### src/rtl/uart_receiver.sv
// 8N1 UART receiver: 2-FF synchroniser, mid-bit majority-vote sampling FSM,
// and a show-ahead receive FIFO with sticky overrun/framing error flags.
module uart_receiver #(
  parameter int unsigned CLKS_PER_BIT = 87,
  parameter int unsigned FIFO_DEPTH   = 4
) (
  input  logic                          clk,
  input  logic                          rst_n,
  input  logic                          rx,
  input  logic                          rd_en,
  input  logic                          err_clr,
  output logic [7:0]                    rx_data,
  output logic                          rx_valid,
  output logic [$clog2(FIFO_DEPTH):0]   fifo_count,
  output logic                          rx_busy,
  output logic                          overrun_err,
  output logic                          frame_err
);

  localparam int unsigned CNT_W  = $clog2(CLKS_PER_BIT);
  localparam int unsigned PTR_W  = $clog2(FIFO_DEPTH);
  localparam int unsigned CNTF_W = PTR_W + 1;
  localparam int unsigned HALF   = CLKS_PER_BIT / 2;

  localparam logic [CNT_W-1:0]  CNT_S0   = CNT_W'(HALF - 1);
  localparam logic [CNT_W-1:0]  CNT_S1   = CNT_W'(HALF);
  localparam logic [CNT_W-1:0]  CNT_DEC  = CNT_W'(HALF + 1);
  localparam logic [CNT_W-1:0]  CNT_LAST = CNT_W'(CLKS_PER_BIT - 1);
  localparam logic [CNTF_W-1:0] CNT_FULL = CNTF_W'(FIFO_DEPTH);

  typedef enum logic [2:0] {
    S_IDLE,
    S_START,
    S_DATA,
    S_STOP,
    S_BRK
  } state_e;

  state_e            state_q;
  logic [CNT_W-1:0]  cnt_q;
  logic [2:0]        idx_q;
  logic [7:0]        shift_q;
  logic [1:0]        samp_q;
  logic              busy_q;

  logic              rx_meta_q;
  logic              rx_s_q;
  logic              rx_prev_q;

  logic              vote_c;
  logic              decide_c;
  logic              bit_end_c;
  logic              push_c;
  logic              frame_set_c;

  logic [7:0]        mem_q [FIFO_DEPTH];
  logic [PTR_W-1:0]  wr_ptr_q, wr_ptr_d;
  logic [PTR_W-1:0]  rd_ptr_q, rd_ptr_d;
  logic [CNTF_W-1:0] count_q, count_d;
  logic [7:0]        head_q, head_d;
  logic              valid_q;
  logic              pop_c;
  logic              full_c;
  logic              wr_ok_c;
  logic              overrun_set_c;
  logic              overrun_q;
  logic              frame_q;

  // Two-stage synchroniser plus one-cycle delayed copy for falling-edge detection
  always_ff @(posedge clk) begin
    if (!rst_n) begin
      rx_meta_q <= 1'b1;
      rx_s_q    <= 1'b1;
      rx_prev_q <= 1'b1;
    end else begin
      rx_meta_q <= rx;
      rx_s_q    <= rx_meta_q;
      rx_prev_q <= rx_s_q;
    end
  end

  // Third sample is the live synchronised bit on the decision cycle
  assign vote_c      = (samp_q[0] & samp_q[1]) | (samp_q[0] & rx_s_q) | (samp_q[1] & rx_s_q);
  assign decide_c    = (cnt_q == CNT_DEC);
  assign bit_end_c   = (cnt_q == CNT_LAST);
  assign push_c      = (state_q == S_STOP) && decide_c && vote_c;
  assign frame_set_c = (state_q == S_STOP) && decide_c && !vote_c;

  // Receive FSM
  always_ff @(posedge clk) begin
    if (!rst_n) begin
      state_q <= S_IDLE;
      cnt_q   <= '0;
      idx_q   <= '0;
      shift_q <= '0;
      samp_q  <= '0;
      busy_q  <= 1'b0;
    end else begin
      if (cnt_q == CNT_S0) samp_q[0] <= rx_s_q;
      if (cnt_q == CNT_S1) samp_q[1] <= rx_s_q;
      unique case (state_q)
        S_IDLE: begin
          cnt_q <= '0;
          if (rx_prev_q && !rx_s_q) begin
            state_q <= S_START;
            busy_q  <= 1'b1;
          end
        end
        S_START: begin
          if (decide_c && vote_c) begin
            state_q <= S_IDLE;
            busy_q  <= 1'b0;
            cnt_q   <= '0;
          end else if (bit_end_c) begin
            state_q <= S_DATA;
            cnt_q   <= '0;
            idx_q   <= '0;
          end else begin
            cnt_q <= cnt_q + CNT_W'(1);
          end
        end
        S_DATA: begin
          if (decide_c) shift_q <= {vote_c, shift_q[7:1]};
          if (bit_end_c) begin
            cnt_q <= '0;
            if (idx_q == 3'd7) state_q <= S_STOP;
            else               idx_q   <= idx_q + 3'd1;
          end else begin
            cnt_q <= cnt_q + CNT_W'(1);
          end
        end
        S_STOP: begin
          if (decide_c) begin
            cnt_q <= '0;
            if (vote_c) begin
              state_q <= S_IDLE;
              busy_q  <= 1'b0;
            end else begin
              state_q <= S_BRK;
            end
          end else begin
            cnt_q <= cnt_q + CNT_W'(1);
          end
        end
        S_BRK: begin
          if (rx_s_q) begin
            state_q <= S_IDLE;
            busy_q  <= 1'b0;
          end
        end
        default: begin
          state_q <= S_IDLE;
          busy_q  <= 1'b0;
          cnt_q   <= '0;
        end
      endcase
    end
  end

  assign pop_c         = rd_en && valid_q;
  assign full_c        = (count_q == CNT_FULL);
  assign wr_ok_c       = push_c && (!full_c || pop_c);
  assign overrun_set_c = push_c && full_c && !pop_c;

  // FIFO next state; head register pre-loads the entry that will be at the front next cycle
  always_comb begin
    wr_ptr_d = wr_ptr_q;
    rd_ptr_d = rd_ptr_q;
    head_d   = head_q;
    count_d  = count_q + CNTF_W'(wr_ok_c) - CNTF_W'(pop_c);
    if (wr_ok_c) wr_ptr_d = wr_ptr_q + PTR_W'(1);
    if (pop_c)   rd_ptr_d = rd_ptr_q + PTR_W'(1);
    if (wr_ok_c && ((count_q - CNTF_W'(pop_c)) == '0)) head_d = shift_q;
    else if (count_d != '0)                            head_d = mem_q[rd_ptr_d];
  end

  always_ff @(posedge clk) begin
    if (wr_ok_c) mem_q[wr_ptr_q] <= shift_q;
  end

  always_ff @(posedge clk) begin
    if (!rst_n) begin
      wr_ptr_q <= '0;
      rd_ptr_q <= '0;
      count_q  <= '0;
      head_q   <= '0;
      valid_q  <= 1'b0;
    end else begin
      wr_ptr_q <= wr_ptr_d;
      rd_ptr_q <= rd_ptr_d;
      count_q  <= count_d;
      head_q   <= head_d;
      valid_q  <= (count_d != '0);
    end
  end

  // Sticky error flags; a set event outranks a same-cycle clear
  always_ff @(posedge clk) begin
    if (!rst_n) begin
      overrun_q <= 1'b0;
      frame_q   <= 1'b0;
    end else begin
      if (overrun_set_c) overrun_q <= 1'b1;
      else if (err_clr)  overrun_q <= 1'b0;
      if (frame_set_c)   frame_q   <= 1'b1;
      else if (err_clr)  frame_q   <= 1'b0;
    end
  end

  assign rx_data     = head_q;
  assign rx_valid    = valid_q;
  assign fifo_count  = count_q;
  assign rx_busy     = busy_q;
  assign overrun_err = overrun_q;
  assign frame_err   = frame_q;

endmodule

### config.mk
export PLATFORM = sky130hd
export DESIGN_NAME = uart_receiver
export DESIGN_NICKNAME = d
export VERILOG_FILES = /design/src/rtl/uart_receiver.sv
export SDC_FILE = /design/constraint.sdc
export NUM_CORES = 1
export LEC_CHECK = 0
export ABC_AREA = 1
export CORE_MARGIN = 2
export CORE_UTILIZATION = 45
export DETAILED_ROUTE_END_ITERATION = 12
export DONT_BUFFER_PORTS = 1
export PLACE_DENSITY = 0.67
export SLEW_MARGIN = 20
export SYNTH_ARGS = -nofsm -noshare
export SYNTH_HDL_FRONTEND = slang
export SYNTH_SLANG_ARGS = --single-unit
### constraint.sdc
create_clock -name clk -period 6.3 [get_ports clk]
set_clock_uncertainty 0.05 [all_clocks]
set_input_delay 1.575 -clock clk [delete_from_list [all_inputs] [get_ports clk]]
set_output_delay 1.575 -clock clk [all_outputs]
set_load 0.01 [all_outputs]
Word-level counts from Yosys, hierarchy flattened. Memory sizes are Yosys's and may differ from the RTL's. Index checks and enable logic that the tools add are counted.

$lt $le $gt $ge: 0. Divide/modulo/power cells: 0. Bitwise operators: 6. Add/subtract/negate cells: 7. Reduce and logical (&&, ||, !) cells: 26. $mul: 0. Multiplexer cells: 32. Eq/ne operators: 21. Shift operators: 0.

Operators by type and width (count): $mux W3 (12); $pmux W7 S4 (1); $eq A7 B6 Y1 const B (3); $mux W7 (3); $ne A2 B2 Y1 const B (10); $mux W8 (2); $pmux W3 S5 (1); $reduce_and A6 Y1 (2); $logic_and A1 B1 Y1 (10); $mux W1 (10); $eq A3 B3 Y1 const B (3); $reduce_bool A2 Y1 (4); $add A7 B1 Y7 const B (1); $eq A7 B7 Y1 const B (1); $eq A3 B2 Y1 const B (2); $logic_not A3 Y1 (2); $pmux W3 S2 (1); $sub A3 B1 Y3 (2); $pmux W1 S5 (1); $reduce_and A5 Y1 (1); $add A2 B1 Y2 const B (2); $logic_not A1 Y1 (4); $add A3 B1 Y3 (1); $add A3 B1 Y3 const B (1); other kinds (9) (12).

Register bits: 45. Output and inout port bits: 15. Latch bits: 0. Input bits: 5. Word-level logic and storage cells: 110. Memories: 1. Memory bits (read-only): 0. RAM bits: 32.

Memories: mem_q (words 4, width 8, rd ports 1, clocked after memory_dff 0, write ports 1, line 56) `logic [7:0] mem_q [FIFO_DEPTH];`.

Depth between registers and ports, before layout.
Depth in word-level cells: 10. Gate-level depth with buffers: 19.

Least setup slack after synthesis. No wires, ideal clock.

Kind: input-to-reg. From: in rd_en. To: reg head_q[0], in the netlist rx_data[0]. Path buffers: 0. Cell stages on the path: 14. Arrival time: 3.766 ns. Data required time: 6.194 ns. Path slack: 2.429 ns. Cell sequence: nand2_2 -> nand4_1 -> inv_1 -> nor3_2 -> inv_1 -> ha_1 -> inv_1 -> ha_1 -> fa_1 -> nor3_2 -> nand3_1 -> nand3_1 -> nand2_1 -> inv_1.

Cells in the longest elaborated chain, start to end: 7. Elaborated cells between the ends (all ways): 14.

RTL lines: from (decl) (line 10) `input logic rd_en,`; $logic_and A1 B1 Y1 (*) (line 160) `assign pop_c = rd_en && valid_q;`; $logic_or A1 B1 Y1 (line 162) `assign wr_ok_c = push_c && (!full_c || pop_c);`; $logic_and A1 B1 Y1 (line 162); $add A3 B1 Y3 (line 170) `count_d = count_q + CNTF_W'(wr_ok_c) - CNTF_W'(pop_c);`; $sub A3 B1 Y3 (*) (line 170); named net count_d[1] (line 59) `logic [CNTF_W-1:0] count_q, count_d;`; $reduce_bool A3 Y1 (*) (line 174) `else if (count_d != '0) head_d = mem_q[rd_ptr_d];`; $reduce_bool A2 Y1 (no source line) (*); to (signal assigned) (line 186) `head_q <= '0;`; to (signal assigned) (line 192) `head_q <= head_d;`; to (decl) (line 60) `logic [7:0] head_q, head_d;`.

The timed path passes the listed nets; every way through them passes the cells marked *. The select of a mux whose other input is x is not followed. A chain may end at the register's enable or synchronous reset.

Worst setup path after layout.
From: in rd_en. To: reg head_q[6], in the netlist rx_data[6].

The elaborated chain is that of the path after synthesis.

==> results.cfg <==
[status]
status = completed

[die]
core_area_sq_um = 8130
dieArea_sq_um = 9100
initial_utilization = 0.462
die_x_microns = 95.4
die_height_microns = 95.4
boundaryPins = 20
rows = 33

[route]
first_pass_iters = 4
ant_nets = 0
vias = 2812
wl_microns = 7310
drc = 0
post_drt_wl_per_cell_microns = 13.1
vias_per_cell = 5.03
drtIter0Drc = 122

[yosys]
synth_top_area_share = 0.256
netlist_instances = 447
yosysUniqueCellTypes = 31
syn_avg_cell_area_sq_um = 8.41
ys_seq_area_frac = 0.496
async_flop_share = 0
ys_warn_count = 0
synth.most_common_cell = nand2_1
synth-main-ff-cell = dfxtp_1
synth_top_cell_by_area = edfxtp_1
syn-num-nets = 465
synth_common_cells = nand2_1 (81), inv_1 (70), nand3_1 (58)
synth_edf_count = 32
syn_area_sq_um = 3760
synthTopCellsByArea = edfxtp_1 (26%), dfxtp_1 (24%), nand2_1 (8.1%)
synth_seq_cells = 77

[job]
cap_violations = 0

[critical_path]
critPathArrivalTime_ns = 4.61
cp-end-kind = flip-flop
rrSetupSlack_ns = 2.53
worst-path-max-fanout = 11
reg2reg_from = cnt_q[0]
crit_required_ns = 6.55
crit_type = in -> reg
ff2ff_path_depth = 16
crit_path_start_kind = input pin
crit_end = rx_data[6]
rr_endpoint = rx_data[6]
crit_start = rd_en

[layout]
fillCellCount = 766
drive_gt1_frac = 0.106
area_growth_pct = 7.59
nets = 467
n_antenna_cell = 0
fin_util = 0.497

[global_route]
grt_max_degree = 29
grt_use_met1 = 0.203
antenna_found_initial = 0
busiest_layer = met2
grt_util_all_layers = 0.174
use_met2 = 0.308
grt_pass1_wl_microns = 12100
grt_util_met3 = 0.0545
grt_pass1_vias = 2682
grt-ovfl-total = 0

[hold_path]
hold_class = reg -> reg

[clock_network]
cts_tree = built
cts_root_buf = clkbuf_8
cts-hold-fix-buffers = 0
cts_resized = 0
cts_htree_levels = 3
clk_latency_ns = 0.35
cts_inserted_buffers = 9
cts_setup_buffers = 0
clk_path_buf_depth = 2
clock_sinks = 77
clk_pin_slew_ns = 0.08

[power]
switchingPower_w = 0.000497
pwr_density_cell_nw_per_um2 = 347
swShare = 0.354
clock_power_share = 0.289
p_leak_nw = 1.78
vdd_drop_max_uv = 207
intPower_w = 0.000905
comb_power_share = 0.276
seqPwrFrac = 0.435

[timing]
grt_setup_unrepaired = no
slew_viol_final = 0
worst_pin_slew_ns = 0.861
fin_tns_setup_ns = 0
finalSetupViolations = 0
finalWorstSetupSlack_ns = 1.94
timing_hold_violations_final = 0
fin_crit_ns = 4.36
timing.fmax_mhz = 229
post-route-period-util = 0.692
relSlewSlack = 0.424

[placement]
numPortBuffers = 0
hpwl_microns = 5340
finalWeightedCongestion = 0.785
pre_cts_ws_ns = 1.61
==> cell type report <==
cell class                 count  area, sq um  area share
clock inverter                 6         87.6      0.0217
inverter                      75          282      0.0696
multi-input combinational    286         1550       0.384
clock buffer                  10          128      0.0316
tap                          105          131      0.0325
sequential                    77         1860       0.461
==> power groups by stage <==
stage	registers (W)	clock network [W]	logic (W)
2_1_floorplan	0.000611	0	0.000321
3_3_place_gp	0.000622	0	0.000376
3_5_place_dp	0.000623	0	0.000388
4_1_cts	0.000611	0.000414	0.000390
5_1_grt	0.000618	0.000431	0.000449
6_report	0.000610	0.000405	0.000387
==> cell usage in the layout, fill, tap and decap left out, types with 11 or more instances in the layout <==
cell type and n:
dfxtp_1 45, nor2_1 48, a21oi_1 14, nand3b_1 17, ha_1 12, edfxtp_1 32
nand2_1 81, nand3_1 58, o21ai_0 11, inv_1 70
==> flip-flops by register name, indices dropped and copies added, names as in the netlist, 2 cells and up <==
name / flops
mem_q: 32
rx_data: 8
shift_q: 8
cnt_q: 7
fifo_count: 3
idx_q: 3
state_q: 3
rd_ptr_q: 2
samp_q: 2
wr_ptr_q: 2
==> how the worst min path moves through the flow <==
stage,from,to,slack (ns),cells past startpoint
after floorplan,rx_meta_q,rx_s_q,0.34,1
after CTS,rx_meta_q,rx_s_q,0.38,1
after detailed placement,rx_meta_q,rx_s_q,0.36,1
final,rx_meta_q,rx_s_q,0.37,1
after global placement,rx_meta_q,rx_s_q,0.35,1
after global routing,rx_meta_q,rx_s_q,0.39,1
==> logic make-up (layout without fill, tap and decap cells) <==
group                    after synthesis  in the layout  share of synthesized area
buffers and inverters                 84             91                     0.0912
AND/OR/NAND/NOR                      237            237                      0.314
AO/OA/AOI/OAI                         33             33                     0.0466
adder cells (fa/ha/maj)               13             13                     0.0453
flip-flops                            77             77                      0.496
XOR/XNOR                               3              3                    0.00699
==> per-layer routing <==
layer  up-vias  part of all wire
li1       1447                 -
met1      1318              0.45
met2        38              0.49
met3         9             0.041
met4         0             0.011
met5         -                 0
==> per-stage QoR <==
stage | hold WS [ns] | total power, W | std cells | cell area (sq um)
detailed placement | 0.357 | 0.00101 | 543 | 3830
global route | 0.394 | 0.00150 | 559 | 4040
CTS | 0.377 | 0.00141 | 559 | 4040
finish | 0.374 | 0.00140 | 559 | 4040
global placement | 0.354 | 0.000999 | 543 | 3830
floorplan | 0.343 | 0.000932 | 447 | 3760
==> critical path, stage by stage <==
cell	delay [ns]
nand2_2	0.07
nand4_1	0.16
inv_1	0.10
nor3_2	0.54
inv_1	0.25
ha_1	0.34
inv_1	0.04
ha_1	0.19
fa_1	0.50
nor3_2	0.50
nand3_1	0.16
nand3_1	0.11
nand2_1	0.05
inv_1	0.04
Power figures use the tool's default switching activity.
